<file path="config.mk">
export PLATFORM = sky130hd
export DESIGN_NAME = riscv_test_sequencer_flat
export DESIGN_NICKNAME = d
export VERILOG_FILES = /design/src/rtl/rvseq_pkg.sv /design/src/rtl/riscv_test_sequencer_if.sv /design/src/rtl/rvseq_checker.sv /design/src/rtl/riscv_test_sequencer.sv /design/src/flat_wrapper.sv
export SDC_FILE = /design/constraint.sdc
export NUM_CORES = 1
export LEC_CHECK = 0
export BUFFER_PORTS_ARGS = -buffer_cell sky130_fd_sc_hd__buf_2
export CAP_MARGIN = 20
export CORE_AREA = 2 2 109 111
export DETAILED_ROUTE_END_ITERATION = 12
export DIE_AREA = 0 0 111 113
export MAX_ROUTING_LAYER = met4
export PLACE_DENSITY = 0.57
export SYNTH_ARGS = -nofsm -noshare
export SYNTH_HDL_FRONTEND = slang
export SYNTH_SLANG_ARGS = --single-unit
</file>
<file path="constraint.sdc">
create_clock -name clk -period 2.15 [get_ports clk]
set_input_delay 0.645 -clock clk [delete_from_list [all_inputs] [get_ports clk]]
set_output_delay 0.645 -clock clk [all_outputs]
set_load 0.01 [all_outputs]
</file>
<file path="src/rtl/rvseq_pkg.sv">
// Shared types and constants for the RISC-V test sequencer.
package rvseq_pkg;

  localparam int XLEN = 32;
  localparam logic [31:0] NOP = 32'h0000_0013;
  localparam int IMEM_STRIDE = 4;

  typedef enum logic [2:0] {
    S_IDLE,
    S_LOAD_I,
    S_LOAD_D,
    S_RUN,
    S_CHECK,
    S_DONE
  } state_t;

  // clog2 with a floor of one bit
  function automatic int clog2m1(input int n);
    return (n <= 2) ? 1 : $clog2(n);
  endfunction

endpackage

</file>
<file path="src/rtl/riscv_test_sequencer_if.sv">
// Core-side bus of the test sequencer: memory load ports,
// run control and register-file debug read.
interface riscv_test_sequencer_if #(
  parameter int XLEN = rvseq_pkg::XLEN
);

  logic            imem_we;
  logic [31:0]     imem_addr;
  logic [31:0]     imem_wdata;
  logic            dmem_we;
  logic [31:0]     dmem_addr;
  logic [7:0]      dmem_wdata;
  logic            core_hold;
  logic [31:0]     core_pc;
  logic [4:0]      rf_raddr;
  logic [XLEN-1:0] rf_rdata;

  modport master (
    output imem_we, imem_addr, imem_wdata,
    output dmem_we, dmem_addr, dmem_wdata,
    output core_hold, rf_raddr,
    input  core_pc, rf_rdata
  );

  modport slave (
    input  imem_we, imem_addr, imem_wdata,
    input  dmem_we, dmem_addr, dmem_wdata,
    input  core_hold, rf_raddr,
    output core_pc, rf_rdata
  );

endinterface

</file>
<file path="src/rtl/rvseq_checker.sv">
// Register-file result checker: x0 reads as zero,
// saturating mismatch count and first failing index.
module rvseq_checker #(
  parameter int XLEN     = 32,
  parameter int N_CHECKS = 8,
  parameter int CW       = 3,
  parameter int FW       = 4
) (
  input  logic            clk,
  input  logic            reset,
  input  logic            clear,
  input  logic            en,
  input  logic [CW-1:0]   idx,
  input  logic [4:0]      chk_reg,
  input  logic [XLEN-1:0] chk_val,
  input  logic [XLEN-1:0] rf_rdata,
  output logic [FW-1:0]   fail_count,
  output logic [CW-1:0]   fail_idx
);

  logic [XLEN-1:0] got;
  logic            miss;

  assign got  = (chk_reg == 5'd0) ? '0 : rf_rdata;
  assign miss = en && (got != chk_val);

  always_ff @(posedge clk) begin
    if (reset || clear) begin
      fail_count <= '0;
      fail_idx   <= '0;
    end else if (miss) begin
      if (fail_count == '0)
        fail_idx <= idx;
      if (fail_count != FW'(N_CHECKS))
        fail_count <= fail_count + 1'b1;
    end
  end

endmodule

</file>
<file path="src/rtl/riscv_test_sequencer.sv">
// Load / run / check harness for the single-cycle core.
// Optional RVSEQ_HALT_DETECT_EN ends RUN on a PC self-loop.
module riscv_test_sequencer
  import rvseq_pkg::*;
#(
  parameter int XLEN       = rvseq_pkg::XLEN,
  parameter int PROG_WORDS = 8,
  parameter int DATA_BYTES = 4,
  parameter int N_CHECKS   = 8,
  parameter int RUN_CYCLES = 15
) (
  input  logic clk,
  input  logic reset,
  input  logic start,
  output logic busy,
  output logic done,
  output logic pass,
  output logic halted,
  output logic [clog2m1(N_CHECKS+1)-1:0]   fail_count,
  output logic [clog2m1(N_CHECKS)-1:0]     fail_idx,
  output logic [clog2m1(RUN_CYCLES+1)-1:0] cycles_run,
  output logic [clog2m1(PROG_WORDS)-1:0]   prog_addr,
  input  logic [31:0]                      prog_data,
  output logic [clog2m1(DATA_BYTES)-1:0]   data_addr,
  input  logic [7:0]                       data_val,
  output logic [clog2m1(N_CHECKS)-1:0]     chk_addr,
  input  logic [4:0]                       chk_reg,
  input  logic [XLEN-1:0]                  chk_val,
  riscv_test_sequencer_if.master           bus
);

  localparam int PW  = clog2m1(PROG_WORDS);
  localparam int DW  = clog2m1(DATA_BYTES);
  localparam int CW  = clog2m1(N_CHECKS);
  localparam int FW  = clog2m1(N_CHECKS+1);
  localparam int RW  = clog2m1(RUN_CYCLES+1);
  localparam int PDW = (PW > DW) ? PW : DW;
  localparam int IW  = (PDW > CW) ? PDW : CW;

  state_t        state;
  logic [IW-1:0] idx;
  logic          accept;
  logic          in_load_i;
  logic          in_load_d;
  logic          in_run;
  logic          in_check;
  logic          last_i;
  logic          last_d;
  logic          last_r;
  logic          last_c;
  logic          halt_hit;

  assign in_load_i = (state == S_LOAD_I);
  assign in_load_d = (state == S_LOAD_D);
  assign in_run    = (state == S_RUN);
  assign in_check  = (state == S_CHECK);
  assign accept    = start &&
                     (state == S_IDLE || state == S_DONE);

  assign last_i = (idx == IW'(PROG_WORDS-1));
  assign last_d = (idx == IW'(DATA_BYTES-1));
  assign last_c = (idx == IW'(N_CHECKS-1));
  assign last_r = (cycles_run == RW'(RUN_CYCLES-1));

  always_ff @(posedge clk) begin
    if (reset) begin
      state      <= S_IDLE;
      idx        <= '0;
      cycles_run <= '0;
    end else begin
      unique case (state)
        S_IDLE, S_DONE: begin
          if (accept) begin
            state      <= S_LOAD_I;
            idx        <= '0;
            cycles_run <= '0;
          end
        end
        S_LOAD_I: begin
          if (last_i) begin
            state <= S_LOAD_D;
            idx   <= '0;
          end else begin
            idx <= idx + 1'b1;
          end
        end
        S_LOAD_D: begin
          if (last_d) begin
            state <= S_RUN;
            idx   <= '0;
          end else begin
            idx <= idx + 1'b1;
          end
        end
        S_RUN: begin
          cycles_run <= cycles_run + 1'b1;
          if (last_r || halt_hit) begin
            state <= S_CHECK;
            idx   <= '0;
          end
        end
        S_CHECK: begin
          if (last_c) begin
            state <= S_DONE;
            idx   <= '0;
          end else begin
            idx <= idx + 1'b1;
          end
        end
        default: begin
          state <= S_IDLE;
          idx   <= '0;
        end
      endcase
    end
  end

`ifdef RVSEQ_HALT_DETECT_EN
  logic [31:0] prev_pc;
  logic        pc_valid;
  logic        halted_q;

  // pc_valid keeps the first RUN cycle from matching a stale PC
  assign halt_hit = in_run && pc_valid &&
                    (bus.core_pc == prev_pc);

  always_ff @(posedge clk) begin
    if (reset || accept) begin
      prev_pc  <= '0;
      pc_valid <= 1'b0;
      halted_q <= 1'b0;
    end else if (in_run) begin
      prev_pc  <= bus.core_pc;
      pc_valid <= 1'b1;
      if (halt_hit)
        halted_q <= 1'b1;
    end
  end

  assign halted = halted_q;
`else
  logic unused_pc;

  assign unused_pc = ^bus.core_pc;
  assign halt_hit  = 1'b0;
  assign halted    = 1'b0;
`endif

  assign prog_addr = idx[PW-1:0];
  assign data_addr = idx[DW-1:0];
  assign chk_addr  = idx[CW-1:0];

  assign busy = in_load_i || in_load_d || in_run || in_check;
  assign done = (state == S_DONE);
  assign pass = done && (fail_count == '0);

  assign bus.imem_we    = in_load_i;
  assign bus.imem_addr  = in_load_i ?
                          32'(prog_addr) * IMEM_STRIDE : '0;
  assign bus.imem_wdata = in_load_i ? prog_data : '0;
  assign bus.dmem_we    = in_load_d;
  assign bus.dmem_addr  = in_load_d ? 32'(data_addr) : '0;
  assign bus.dmem_wdata = in_load_d ? data_val : '0;
  assign bus.core_hold  = !in_run;
  assign bus.rf_raddr   = in_check ? chk_reg : '0;

  rvseq_checker #(
    .XLEN     (XLEN),
    .N_CHECKS (N_CHECKS),
    .CW       (CW),
    .FW       (FW)
  ) u_chk (
    .clk        (clk),
    .reset      (reset),
    .clear      (accept),
    .en         (in_check),
    .idx        (chk_addr),
    .chk_reg    (chk_reg),
    .chk_val    (chk_val),
    .rf_rdata   (bus.rf_rdata),
    .fail_count (fail_count),
    .fail_idx   (fail_idx)
  );

endmodule
</file>
<file path="src/flat_wrapper.sv">
// flat-port wrapper written by rule: the top's interface ports become plain ports
module riscv_test_sequencer_flat import rvseq_pkg::*;
#(
  parameter int XLEN       = rvseq_pkg::XLEN,
  parameter int PROG_WORDS = 8,
  parameter int DATA_BYTES = 4,
  parameter int N_CHECKS   = 8,
  parameter int RUN_CYCLES = 15
)
  (clk, reset, start, busy, done, pass, halted, fail_count, fail_idx, cycles_run, prog_addr, prog_data, data_addr, data_val, chk_addr, chk_reg, chk_val, bus_imem_we, bus_imem_addr, bus_imem_wdata, bus_dmem_we, bus_dmem_addr, bus_dmem_wdata, bus_core_hold, bus_rf_raddr, bus_core_pc, bus_rf_rdata);
  riscv_test_sequencer_if #(.XLEN(XLEN)) bus_i ();
  input  logic clk;
  input  logic reset;
  input  logic start;
  output logic busy;
  output logic done;
  output logic pass;
  output logic halted;
  output logic [clog2m1(N_CHECKS+1)-1:0] fail_count;
  output logic [clog2m1(N_CHECKS)-1:0] fail_idx;
  output logic [clog2m1(RUN_CYCLES+1)-1:0] cycles_run;
  output logic [clog2m1(PROG_WORDS)-1:0] prog_addr;
  input  logic [31:0] prog_data;
  output logic [clog2m1(DATA_BYTES)-1:0] data_addr;
  input  logic [7:0] data_val;
  output logic [clog2m1(N_CHECKS)-1:0] chk_addr;
  input  logic [4:0] chk_reg;
  input  logic [XLEN-1:0] chk_val;
  output wire logic [$bits(bus_i.imem_we)-1:0] bus_imem_we;
  output wire logic [$bits(bus_i.imem_addr)-1:0] bus_imem_addr;
  output wire logic [$bits(bus_i.imem_wdata)-1:0] bus_imem_wdata;
  output wire logic [$bits(bus_i.dmem_we)-1:0] bus_dmem_we;
  output wire logic [$bits(bus_i.dmem_addr)-1:0] bus_dmem_addr;
  output wire logic [$bits(bus_i.dmem_wdata)-1:0] bus_dmem_wdata;
  output wire logic [$bits(bus_i.core_hold)-1:0] bus_core_hold;
  output wire logic [$bits(bus_i.rf_raddr)-1:0] bus_rf_raddr;
  input wire logic [$bits(bus_i.core_pc)-1:0] bus_core_pc;
  input wire logic [$bits(bus_i.rf_rdata)-1:0] bus_rf_rdata;
  assign bus_imem_we = bus_i.imem_we;
  assign bus_imem_addr = bus_i.imem_addr;
  assign bus_imem_wdata = bus_i.imem_wdata;
  assign bus_dmem_we = bus_i.dmem_we;
  assign bus_dmem_addr = bus_i.dmem_addr;
  assign bus_dmem_wdata = bus_i.dmem_wdata;
  assign bus_core_hold = bus_i.core_hold;
  assign bus_rf_raddr = bus_i.rf_raddr;
  assign bus_i.core_pc = bus_core_pc;
  assign bus_i.rf_rdata = bus_rf_rdata;
  riscv_test_sequencer #(.XLEN(XLEN), .PROG_WORDS(PROG_WORDS), .DATA_BYTES(DATA_BYTES), .N_CHECKS(N_CHECKS), .RUN_CYCLES(RUN_CYCLES)) u_core (.clk(clk), .reset(reset), .start(start), .busy(busy), .done(done), .pass(pass), .halted(halted), .fail_count(fail_count), .fail_idx(fail_idx), .cycles_run(cycles_run), .prog_addr(prog_addr), .prog_data(prog_data), .data_addr(data_addr), .data_val(data_val), .chk_addr(chk_addr), .chk_reg(chk_reg), .chk_val(chk_val), .bus(bus_i));
endmodule
</file>
==> results of run 1 <==
-- metal layers --
metal	global-route usage [%]	share of wire [%]
met2	22.5	49
met1	19.1	47
met5	-	0
met4	1.50	0.42
met3	1.82	3.9
-- power groups by stage --
| stage | registers (mW) | logic, mW | clock network (mW) |
|---|---|---|---|
| 6_report | 0.398 | 1.81 | 0.387 |
| 5_1_grt | 0.405 | 1.97 | 0.413 |
| 4_1_cts | 0.394 | 1.52 | 0.400 |
| 3_5_place_dp | 0.393 | 1.47 | 0 |
| 3_3_place_gp | 0.389 | 1.45 | 0 |
| 2_1_floorplan | 0.397 | 0.924 | 0 |
-- cell usage after synthesis, types with 2 or more instances --
master	instances	area [µm²]
or3_1	2	12.5
nor2_2	2	12.5
dfxtp_1	17	340
and3_1	3	18.8
nand3_1	3	15.0
clkbuf_1	10	37.5
o21ai_0	3	15.0
ha_1	8	100
o32ai_1	13	114
buf_6	2	22.5
nor2b_1	6	37.5
nand2b_1	2	12.5
inv_1	7	26.3
nand2_1	21	78.8
nand3b_1	3	22.5
xnor2_1	19	166
nor3_1	3	15.0
nor3b_1	2	15.0
o32ai_2	3	48.8
nand4_1	5	31.3
a21oi_2	2	17.5
nor2_1	27	101
o21bai_1	2	15.0
nor4bb_1	16	160
mux2i_1	8	80.1
a31oi_1	18	113
a21oi_1	24	120
buf_4	66	495
and2_1	47	294
-- placed cells by master (no fill, tap or decap), drive strengths merged, types with 2 or more instances in the layout --
cell type	instances
a31oi	18
nor3	3
mux2i	8
nor3b	2
o21ai	3
and3	4
o32ai	16
inv	7
o21bai	2
nor2b	6
nor4bb	16
clkbuf	6
buf	211
nand2	21
xnor2	19
nor2	29
nand2b	2
or3	2
nand4	5
and2	47
dfxtp	17
conb	60
a21oi	26
nand3b	3
ha	8
nand3	3
clkinv	2
-- cell type report --
class                      instances  area, µm²  share of cell area (%)
inverter                           8       30.0                   0.731
multi-input combinational        312       2120                    51.6
clock buffer                       3       75.1                    1.83
sequential                        17        343                    8.34
timing repair buffer             214       1360                    33.0
tap                              143        179                    4.35
clock inverter                     1       5.00                   0.122
-- through the flow --
step	cell area, µm²	std cells	setup TNS (ps)	setup slack, ps
after floorplan	2880	416	-77.7	-25.9
after global placement	3610	685	-2430	-368
after detailed placement	3610	685	-2560	-387
after CTS	3890	694	-318	-48.5
after global routing	4110	698	-3940	-200
final	4110	698	-374	-59.8
-- sequential cells by signal (all words and copies together) (netlist names) --
name / count
u_core.u_chk.fail_count: 4
u_core.cycles_run: 4
u_core.state: 3
u_core.chk_addr: 3
u_core.u_chk.fail_idx: 3
-- critical path: cells and delay by family --
kind | cells | cell delay [ps]
AOI/OAI and AO/OA | 3 | 440
buffers and inverters | 5 | 610
muxes | 1 | 120
and+or+nand+nor | 3 | 540
-- worst max-delay path by stage --
stage,endpoint,slack [ps],cells after the start
after floorplan,u_core.u_chk.fail_idx[0],-30,9
after global placement,u_core.u_chk.fail_idx[0],-370,9
after detailed placement,u_core.u_chk.fail_idx[1],-390,9
after CTS,u_core.u_chk.fail_count[2],-50,11
after global routing,u_core.u_chk.fail_idx[2],-200,12
final,u_core.u_chk.fail_count[2],-60,12
-- logic make-up (layout without fill, tap and decap cells) --
logic type / count (synthesis) / in the layout / share of synthesized area [%]
compound gates: 69 / 69 / 17.8
other cells: 1 / 60 / 0.141
simple gates: 147 / 147 / 33.2
xor+xnor: 20 / 20 / 6.60
mux: 8 / 8 / 3.02
buf+inv: 87 / 226 / 22.6
flops: 17 / 17 / 12.8
fa+ha+maj: 8 / 8 / 3.77
-- repair_timing --
action | CTS | global route
gates cloned | 1 | 3
setup buffers | 4 | 1
pin swaps | 5 | 10
gates resized for setup | 27 | 33
setup endpoints to repair | 53 | 34
==> impl_results.rst, run 1 <==
.. list-table::
   :header-rows: 1

   * - Metric
     - Value
   * - Result of the run
     - finished, violations left
   * - Violated checks
     - negative setup slack
   * - Launch instance of the worst register-to-register path
     - u_core.state[1]
   * - TritonCTS clock tree
     - built
   * - Post-Synthesis Cell Area
     - 0.00265 mm²
   * - Sinks on Clock Net
     - 17
   * - Insertion delay of the later-clocked pin in the worst-skew pair
     - 250 ps
   * - WL final
     - 9560 µm
   * - Largest stage delay on the critical path
     - 270 ps
   * - Hold path endpoint
     - u_core.u_chk.fail_idx[2]
   * - WS Path Type
     - in -> reg
   * - Total chip power
     - 2.60 mW
   * - Switching pwr
     - 1.09 mW
   * - Core outline area
     - 0.0113 mm²
   * - Cell count of the worst hold path
     - 2
   * - Worst ir drop on vdd
     - 0.407 mV
   * - Hold path startpoint
     - u_core.u_chk.fail_idx[2]
   * - Vias
     - 3050
   * - Mapped Avg Cell Area
     - 7.43 µm²
   * - Minimum clock period
     - 2210 ps
   * - Final setup violation count
     - 11
   * - Number of buffers added by the clock tree synthesis step
     - 3
   * - Critical path startpoint
     - chk_reg[4]
   * - GRT Total Usage
     - 13.8%
   * - Setup skew after layout
     - 2.86 ps
   * - Number of global-route vias before repair
     - 2816
   * - HPWL reported at the end of detailed placement
     - 7560 µm
   * - Gr ovfl total
     - 0
   * - Number of antenna violations at the first check in global routing
     - 1
   * - Data required time at the worst endpoint
     - 2290 ps
   * - Max_cap viols
     - 0
   * - Relative contribution of combinational cells to total power
     - 69.7%
   * - Mapped Cells
     - 357
   * - Critical R2R Capture
     - u_core.state[1]
   * - Type of the worst min-delay path
     - reg -> reg
   * - Final WS setup
     - -59.8 ps
   * - Ys flop type
     - dfxtp_1
   * - Power per unit of standard cell area
     - 631 mW/mm²
   * - NumNets Final
     - 708
   * - Cell mode on critical path
     - buf_6
   * - Fraction of power spent switching nets
     - 42.0%
   * - Die span in y
     - 113 µm
   * - Ratio of final minimum period to clock period
     - 103%
   * - Cell variety after synth
     - 42
   * - Critical path cell sequence
     - buf_8 > nor4_4 > buf_6 > buf_6 > buf_12 > a21oi_1 > o32ai_2 > nand4_1 > nor2_2 > buf_6 > a21oi_1 > mux2i_1
   * - Pin count of the biggest net entering global routing
     - 38
   * - Depth of the CTS H-tree
     - 1
   * - Area growth from synthesis to layout
     - 55.0%
   * - First-pass GRT wire length
     - 14100 µm
   * - Fmax
     - 453 MHz
   * - Starting Density
     - 23.5%
   * - Category of the worst setup path capture point
     - flop
   * - Clock edge transition at the registers on the reported setup and hold paths
     - 60 ps
   * - Data arrival at the endpoint of the critical path
     - 2350 ps
   * - Proportion of register bits with asynchronous set or reset after synthesis
     - 0%
   * - Average vias per placed instance
     - 4.37
   * - Number of synthesis warnings
     - 0
   * - Post-route core utilization
     - 36.5%
   * - CTS Hold Bufs
     - 0
   * - Ports placed on the boundary
     - 279
   * - Num rows
     - 39
   * - Static leakage
     - 2.03 nW
   * - Internal power contribution
     - 1.51 mW
   * - IO buf count
     - 186
   * - Slack of the worst reg-to-reg path
     - 380 ps
   * - Sequential fraction of the synthesis area
     - 12.8%
   * - Synthesis-stage register bit count
     - 17
   * - Unrepaired setup endpoints after global routing
     - yes
   * - Final weighted congestion in routability-driven placement
     - 0.818
   * - Max-slew violations
     - 0
   * - Die Wd
     - 111 µm
   * - Final hold violations
     - 0
   * - Number of design rule violations left after detail routing
     - 0
   * - Depth of the worst register-to-register path
     - 9
   * - Number of diodes
     - 0
   * - Number of nets with antenna violations after detailed routing
     - 0
   * - Die ar.
     - 0.0125 mm²
   * - Number of synthesized flops with an enable pin
     - 0
   * - Fraction of layout instances using a drive strength above 1
     - 47.9%
   * - Clock power frac
     - 14.9%
   * - Longest Clk Path Bufs
     - 2
   * - Detailed Routing Iterations Pass 1
     - 4
   * - Largest fanout of any net on the critical path
     - 8
   * - First DRT Iteration DRCs
     - 79
   * - Routed len/inst
     - 13.7 µm
   * - Fraction of power consumed by sequential logic
     - 15.3%
   * - Worst hold slack across all endpoints
     - 466 ps
   * - Slowest cell on the critical path
     - nor4_4
   * - Launching element type of the critical path
     - input port
   * - Layout fillers
     - 1205
   * - Buffer cell driving the clock tree root
     - clkbuf_16
Power figures use the tool's default switching activity.
==> run 2, diff against run 1 <==
--- a/config.mk
+++ b/config.mk
@@ -7,11 +7,11 @@
 export LEC_CHECK = 0
 export BUFFER_PORTS_ARGS = -buffer_cell sky130_fd_sc_hd__buf_2
 export CAP_MARGIN = 20
-export CORE_AREA = 2 2 109 111
+export CORE_AREA = 2 2 107 109
 export DETAILED_ROUTE_END_ITERATION = 12
-export DIE_AREA = 0 0 111 113
+export DIE_AREA = 0 0 109 111
 export MAX_ROUTING_LAYER = met4
-export PLACE_DENSITY = 0.57
+export PLACE_DENSITY = 0.59
 export SYNTH_ARGS = -nofsm -noshare
 export SYNTH_HDL_FRONTEND = slang
 export SYNTH_SLANG_ARGS = --single-unit
==> run 2 against run 1 <==
Compared with the run above:
- the run still ends with negative setup slack left
- critical path depth fell by 1
- routed wire length fell by 10%
- clock-buffer cell count rose by 1
- global-route usage fell by 0.68 points
- hold slack got worse by 13 ps
- critical endpoint is now u_core.u_chk.fail_idx[1]
- design area fell by 3.7%
- critical path type unchanged
- first-iteration DRC count rose by 32%
- clock skew rose by 3.5 ps
- clock power fell by 3%
==> impl_results.rst, run 2 (synthesis results as in run 1) <==
.. list-table::
   :header-rows: 1

   * - Metric
     - Value
   * - Sinks on Clock Net
     - 17
   * - Detailed Routing Iterations Pass 1
     - 4
   * - Power per unit of standard cell area
     - 604 mW/mm²
   * - Setup skew after layout
     - 6.40 ps
   * - Max-slew violations
     - 0
   * - Starting Density
     - 23.9%
   * - Clock edge transition at the registers on the reported setup and hold paths
     - 50 ps
   * - Violated checks
     - negative setup slack
   * - Average vias per placed instance
     - 4.42
   * - Number of buffers added by the clock tree synthesis step
     - 3
   * - Setup TNS Final
     - -389 ps
   * - Endpoint of the most critical setup path
     - u_core.u_chk.fail_idx[1]
   * - Pin count of the biggest net entering global routing
     - 38
   * - Insertion delay of the later-clocked pin in the worst-skew pair
     - 250 ps
   * - Ports placed on the boundary
     - 279
   * - Placed Instances
     - 680
   * - First DRT Iteration DRCs
     - 104
   * - Launching element type of the critical path
     - input port
   * - Slack of the worst reg-to-reg path
     - 380 ps
   * - Type of the worst min-delay path
     - reg -> reg
   * - Final hold violations
     - 0
   * - Fmax
     - 447 MHz
   * - Depth of the worst register-to-register path
     - 8
   * - Commonest non-fill, non-tap cells in the layout
     - buf_2, conb_1, and2_1, nor2_1, nand2_1
   * - Buffer cell driving the clock tree root
     - clkbuf_16
   * - Max_cap viols
     - 0
   * - Placement-stage worst setup slack
     - -412 ps
   * - Critical path startpoint
     - chk_reg[1]
   * - Minimum clock period
     - 2230 ps
   * - Vias
     - 3060
   * - Num rows
     - 39
   * - First-pass GRT wire length
     - 12900 µm
   * - Final weighted congestion in routability-driven placement
     - 0.768
   * - Number of nets with antenna violations after detailed routing
     - 0
   * - Core outline area
     - 0.0111 mm²
   * - Die ar.
     - 0.0121 mm²
   * - Data arrival at the endpoint of the critical path
     - 2410 ps
   * - Number of diodes
     - 0
   * - Final setup violation count
     - 7
   * - WS Path Type
     - in -> reg
   * - WL final
     - 8560 µm
   * - Number of antenna violations at the first check in global routing
     - 0
   * - Post-layout instance count excluding filler cells
     - 692
   * - HPWL reported at the end of detailed placement
     - 6560 µm
   * - NumNets Final
     - 702
   * - Longest Clk Path Bufs
     - 2
   * - Number of global-route vias before repair
     - 2768
   * - Result of the run
     - finished, violations left
   * - Category of the worst setup path capture point
     - flop
   * - Worst ir drop on vdd
     - 0.371 mV
   * - Largest fanout of any net on the critical path
     - 8
   * - Final WS setup
     - -84.8 ps
   * - Largest registers ranked by flip-flop count
     - u_core.cycles_run x4, u_core.u_chk.fail_count x4
   * - Depth of the CTS H-tree
     - 1
   * - Static leakage
     - 1.96 nW
   * - Routed len/inst
     - 12.4 µm
   * - Unrepaired setup endpoints after global routing
     - yes
   * - Launch instance of the worst register-to-register path
     - u_core.state[2]
   * - Commonest non-fill, non-tap cell in the layout
     - buf_2
   * - IO buf count
     - 186
   * - Data required time at the worst endpoint
     - 2320 ps
   * - Number of design rule violations left after detail routing
     - 0
   * - Critical R2R Capture
     - u_core.state[1]
   * - Layout fillers
     - 1183
   * - Area growth from synthesis to layout
     - 49.2%
   * - Die Wd
     - 109 µm
   * - TritonCTS clock tree
     - built
   * - Gr ovfl total
     - 0
   * - Fraction of layout instances using a drive strength above 1
     - 45.5%
   * - Ratio of final minimum period to clock period
     - 104%
   * - Die span in y
     - 111 µm
   * - GRT Total Usage
     - 13.2%
run 2: worst max-delay path, cell delays in order:
cell and delay, ps:
buf_6 100, nor4_4 270, buf_6 160, buf_12 120, and2_4 180, buf_12 140, o32ai_2 60, nand4_1 200
nor2_4 100, a21oi_4 210, mux2i_1 200
run 2: area by class of cell:
cell class / instances / area [µm²] / share of cell area (%)
clock buffers: 4 / 78.8 / 1.99
inverters: 8 / 30.0 / 0.759
multi-input cells: 312 / 2110 / 53.2
flip-flops and latches: 17 / 344 / 8.70
well taps: 143 / 179 / 4.52
repair buffers: 208 / 1220 / 30.8
run 2: worst min-delay path by stage:
stage | from | end | slack [ps] | cells after the start
after global placement | u_core.u_chk.fail_idx[0] | u_core.u_chk.fail_idx[0] | 440 | 2
after detailed placement | u_core.u_chk.fail_idx[0] | u_core.u_chk.fail_idx[0] | 460 | 2
final | u_core.u_chk.fail_idx[0] | u_core.u_chk.fail_idx[0] | 450 | 2
after floorplan | u_core.u_chk.fail_idx[0] | u_core.u_chk.fail_idx[0] | 480 | 2
after CTS | u_core.u_chk.fail_idx[0] | u_core.u_chk.fail_idx[0] | 460 | 2
after global routing | u_core.u_chk.fail_idx[1] | u_core.u_chk.fail_idx[1] | 490 | 2
run 2: routing by layer:
metal	routed length, µm	part of all wire (%)	global-route usage (%)
met2	4250	50	22.1
met4	19	0.22	0.855
met1	3890	45	17.4
met3	397	4.6	2.06
met5	0	0	-
run 2: metrics by stage:
step,power (mW),cell area (µm²),hold WS (ps),util (%)
3_3_place_gp,1.78,3560,443,32.1
5_1_grt,2.58,3960,488,35.7
3_5_place_dp,1.81,3560,455,32.1
2_1_floorplan,1.32,2880,479,-
4_1_cts,2.23,3820,462,34.5
6_report,2.39,3960,453,35.7
run 2: timing repair:
| action | in CTS | in global routing |
|---|---|---|
| setup buffers | 2 | 3 |
| resized for setup | 22 | 29 |
| setup endpoints to repair | 53 | 53 |
| pin swaps | 12 | 12 |
| cloned | 3 | 2 |
| hold buffers | 0 | 0 |
run 2: power breakdown:
part           internal, mW  leakage (nW)  switching, mW
logic                 0.781          1.78          0.838
clock network         0.252        0.0382          0.123
registers             0.351         0.139         0.0465
total                  1.38          1.96           1.01
